**src/rtl/pe_link_fifo.sv**
```systemverilog
// Inter-PE link FIFO: first-word fall-through message buffer with registered
// occupancy, sticky overflow flag and synchronous flush.
module pe_link_fifo #(
    parameter int MSG_WIDTH = 32,
    parameter int DEPTH     = 4,
    parameter int CNT_WIDTH = 3
) (
    input  logic                 clk,
    input  logic                 reset,
    input  logic                 flush,
    input  logic [MSG_WIDTH-1:0] in_value,
    input  logic                 in_valid,
    output logic                 in_ready,
    output logic [MSG_WIDTH-1:0] out_value,
    output logic                 out_valid,
    input  logic                 out_ready,
    output logic [CNT_WIDTH-1:0] occupancy,
    output logic                 overflow_err
);

    localparam int                   PTR_W    = $clog2(DEPTH);
    localparam logic [CNT_WIDTH-1:0] FULL_CNT = CNT_WIDTH'(DEPTH);

    if (CNT_WIDTH != $clog2(DEPTH + 1)) begin : g_bad_cnt_width
        $error("pe_link_fifo: CNT_WIDTH must equal clog2(DEPTH+1)");
    end
    if (DEPTH < 2 || (DEPTH & (DEPTH - 1)) != 0) begin : g_bad_depth
        $error("pe_link_fifo: DEPTH must be a power of two >= 2");
    end

    logic [MSG_WIDTH-1:0] mem_q [DEPTH];
    logic [MSG_WIDTH-1:0] mem_d [DEPTH];
    logic [PTR_W-1:0]     wr_ptr_q, wr_ptr_d;
    logic [PTR_W-1:0]     rd_ptr_q, rd_ptr_d;
    logic [CNT_WIDTH-1:0] occ_q, occ_d;
    logic                 ovf_q, ovf_d;
    logic                 push, pop;

    // Handshake flags come only from registered occupancy, so neither ready
    // nor valid has a combinational path from the opposite side.
    assign in_ready     = (occ_q < FULL_CNT);
    assign out_valid    = (occ_q != '0);
    assign out_value    = out_valid ? mem_q[rd_ptr_q] : '0;
    assign occupancy    = occ_q;
    assign overflow_err = ovf_q;

    // NOTE: every variable gets its default at the top of the always_comb;
    // a path that leaves one unassigned would infer a latch.
    always_comb begin
        push     = in_valid && in_ready;
        pop      = out_valid && out_ready;
        mem_d    = mem_q;
        wr_ptr_d = wr_ptr_q;
        rd_ptr_d = rd_ptr_q;
        occ_d    = occ_q;
        ovf_d    = ovf_q || (in_valid && !in_ready);

        if (flush) begin
            wr_ptr_d = '0;
            rd_ptr_d = '0;
            occ_d    = '0;
            ovf_d    = 1'b0;
        end else begin
            if (push) begin
                mem_d[wr_ptr_q] = in_value;
                wr_ptr_d        = wr_ptr_q + PTR_W'(1);
            end
            if (pop) begin
                rd_ptr_d = rd_ptr_q + PTR_W'(1);
            end
            case ({push, pop})
                2'b10:   occ_d = occ_q + CNT_WIDTH'(1);
                2'b01:   occ_d = occ_q - CNT_WIDTH'(1);
                default: occ_d = occ_q;
            endcase
        end
    end

    // NOTE: sequential state uses non-blocking assignments so every flop
    // samples its _d value from before the edge, independent of block order.
    always_ff @(posedge clk or negedge reset) begin
        if (!reset) begin
            wr_ptr_q <= '0;
            rd_ptr_q <= '0;
            occ_q    <= '0;
            ovf_q    <= 1'b0;
        end else begin
            wr_ptr_q <= wr_ptr_d;
            rd_ptr_q <= rd_ptr_d;
            occ_q    <= occ_d;
            ovf_q    <= ovf_d;
        end
    end

    // NOTE: the storage array has no reset; stale words are masked because
    // out_value is forced to zero whenever the FIFO is empty.
    always_ff @(posedge clk) begin
        mem_q <= mem_d;
    end

endmodule

```
**config.mk**
```make
export PLATFORM = sky130hd
export DESIGN_NAME = pe_link_fifo
export DESIGN_NICKNAME = d
export VERILOG_FILES = /design/src/rtl/pe_link_fifo.sv
export SDC_FILE = /design/constraint.sdc
export NUM_CORES = 1
export LEC_CHECK = 0
export BUFFER_PORTS_ARGS = -buffer_cell sky130_fd_sc_hd__buf_2
export CORE_AREA = 2 2 99 101
export CTS_CLUSTER_DIAMETER = 100
export DETAILED_ROUTE_END_ITERATION = 12
export DIE_AREA = 0 0 101 103
export PLACE_DENSITY = 0.81
export SYNTH_ARGS = -nofsm -noshare
export SYNTH_HDL_FRONTEND = slang
export SYNTH_SLANG_ARGS = --single-unit
```
**constraint.sdc**
```tcl
create_clock -name clk -period 3.85 [get_ports clk]
set_clock_uncertainty 0.05 [all_clocks]
set_input_delay 0.5775 -clock clk [delete_from_list [all_inputs] [get_ports clk]]
set_output_delay 0.5775 -clock clk [all_outputs]
set_load 0.03 [all_outputs]
```
==> results.cfg <==
[detailed_routing]
drc = 0
finalWirelength_um = 9650
wire_per_inst_um = 20.2
avgViaCountPerCell = 5.64
dr.pass1.iters = 4
num_vias = 2690
drtIter0Drc = 164
antenna_left = 0

[layout]
utilization_pct = 68.5
diodes = 0
syn_to_final_growth_pct = 19.1
layout.nets = 392
drive_gt1_share_pct = 38.6
final_cells = 477
fillerInstances = 582

[sta]
max_freq_mhz = 314
min_period_over_period_pct = 82.7
rsz0062_at_grt = false
fin_tns_setup_ns = 0
worst_pin_slew_ns = 0.868
slew_violations = 0
relSlewSlack_pct = 42.2
hold_violations = 0
setup_viol = 0
fin_crit_ns = 3.18

[synth]
syn_area_mm2 = 0.00544
synth_cell_types = 28
ys_seq_elements = 136
synth_ff_type = edfxtp_1
yosysSeqAreaShare_pct = 74.3
syn-num-nets = 312
syn_inst = 270
async_flop_share_pct = 5.88
synth-warning-count = 0
synth_enable_flop_cells = 128
syn_avg_cell_area_um2 = 20.2

[power]
switching_share_pct = 24.6
ir_drop_mv = 0.410
clockPowerShare_pct = 42.2
combPwrFrac_pct = 14.6
p_seq_share_pct = 43.3
power_mw = 4.00
intPower_mw = 3.01
p_leak_nw = 2.33
power_density_mw_per_mm2 = 616
switching_power_mw = 0.983

[critical_path]
end_kind = primary output
critPathLaunchType = register
critPathKind = reg -> out
arrival_ns = 2.56
required_ns = 3.22
slowest_delay_ns = 0.85
worstPathMaxFanout = 23
cp_slowest_cell = dfrtp_2
path_cells = buf_4, mux4_1, and2_1, buf_2

[clock_network]
htreeDepth = 4
cts_sinks = 136
cts_buffer_depth = 2
tritoncts = done
cts_repair_resize_count = 0
clk_latency_ns = 0.51
numCtsBuffers = 17
cts.root.buffer_cell = clkbuf_8
path_clk_slew_ns = 0.06

[floorplanning]
fp.dieW_um = 101
io_pins = 75
dieArea_mm2 = 0.0104
core_mm2 = 0.00946
start_util_pct = 57.6
core.rowCount = 36
die_y_um = 103

[status]
status = complete, no violations

[run]
cap_violations = 0

[place]
detailed_place_hpwl_um = 5370
place_congestion = 0.742
port_buffers = 74
dp.cells = 444

[grt]
antenna_found_initial = 0
grt_pass1_wl_um = 14400
globalRouteTotalUtil_pct = 19.6
first_global_vias = 2650
grt_max_degree = 36
grt_overflow = 0

[hold_path]
hold_class = in -> reg
-- stage by stage --
| step | instance area (um^2) | worst slack [ns] | hold WS, ns |
|---|---|---|---|
| floorplan | 5440 | 1.45 | 0.232 |
| global placement | 5850 | 1.15 | 0.379 |
| detailed placement | 5850 | 1.13 | 0.387 |
| CTS | 6480 | 0.579 | 0.205 |
| global route | 6480 | 0.473 | 0.201 |
| finish | 6480 | 0.666 | 0.232 |
-- cell usage after synthesis (4+ instances only) --
cell | n | area [um^2]
dfrtp_1 | 8 | 200
clkbuf_1 | 4 | 15.0
edfxtp_1 | 128 | 3840
and2_1 | 36 | 225
nor2_1 | 7 | 26.3
mux4_2 | 28 | 631
o21ai_0 | 5 | 25.0
nand2_1 | 8 | 30.0
a21oi_1 | 6 | 30.0
ha_1 | 4 | 50.1
mux4_1 | 4 | 105
buf_2 | 7 | 35.0
-- registers in the layout, summed over array words and instances (netlist names) --
name	count
mem_q	128
rd_ptr_q	2
overflow_err	1
occupancy	3
wr_ptr_q	2
-- worst paths after layout --
check	end	cells after the start	slack [ns]	startpoint
max in group asynchronous	rd_ptr_q[0]$_DFFE_PN0P_	2	3.17	reset
worst min-delay path	mem_q[122]$_DFFE_PP_	1	0.23	in_value[26]
worst max register to register	occupancy[2]$_DFFE_PN0P_	9	1.45	occupancy[0]$_DFFE_PN0P_
worst min register to register	overflow_err$_DFF_PN0_	2	0.45	overflow_err$_DFF_PN0_
worst max-delay path	out_value[26]	4	0.67	rd_ptr_q[0]$_DFFE_PN0P_
min in group asynchronous	occupancy[0]$_DFFE_PN0P_	2	0.39	reset
-- critical path: cells and delay by family, from the launching register on --
kind          cells  cell delay, ns
simple gates      1            0.16
mux               1            0.56
buf+inv           2            0.47
flops             1            0.85
-- power groups by stage --
stage,logic [mW],registers (mW),clock network (mW)
6_report,0.583,1.73,1.69
5_1_grt,0.624,1.74,1.77
4_1_cts,0.591,1.73,1.71
3_5_place_dp,0.585,1.76,0
3_3_place_gp,0.573,1.76,0
2_1_floorplan,0.476,1.73,0
-- routing by layer --
metal	vias to the layer above	part of all wire (%)	GRT usage [%]
li1	1227	-	-
met1	1376	43	24.6
met2	81	51	31.6
met3	6	5.3	7.32
met4	0	0.92	7.28
met5	-	0	0
-- timing repair --
| item | in CTS | in global routing |
|---|---|---|
| setup buffers | 0 | 0 |
| hold endpoints to repair | 8 | 0 |
| endpoints found under the setup margin | 0 | 0 |
| hold buffers | 1 | 0 |
-- area by class of cell --
class | instances | area [um^2] | share of cell area [%]
clock buffer | 18 | 418 | 6.45
clock inverter | 14 | 205 | 3.17
inverter | 3 | 11.3 | 0.174
multi-input combinational | 114 | 1260 | 19.4
sequential | 136 | 4050 | 62.4
tap | 114 | 143 | 2.20
timing repair buffer | 78 | 403 | 6.22
-- kinds of logic (layout without fill, tap and decap cells) --
kind of cell / after synthesis / count (layout) / synth area share (%)
mux: 33 / 33 / 13.7
buf+inv: 20 / 113 / 2.73
simple gates: 59 / 59 / 6.05
fa+ha+maj: 5 / 5 / 1.29
flops: 136 / 136 / 74.3
xor+xnor: 4 / 4 / 0.644
compound gates: 13 / 13 / 1.31
-- cells in the final DEF, fill, tap and decap left out, drive strengths merged, types with 2 or more instances in the layout --
master    synthesis  final
edfxtp          128    128
ha                4      4
and2             36     36
o21ai             5      5
buf              12     77
xor2              3      3
bufinv            0      5
mux4             32     32
nand3             3      3
nor2              7      7
a21oi             6      6
nand2             8      8
clkinv            0      7
dfrtp             8      8
clkinvlp          0      2
clkbuf            5     18
inv               3      3
No activity file was read; power rests on OpenSTA's default activity.
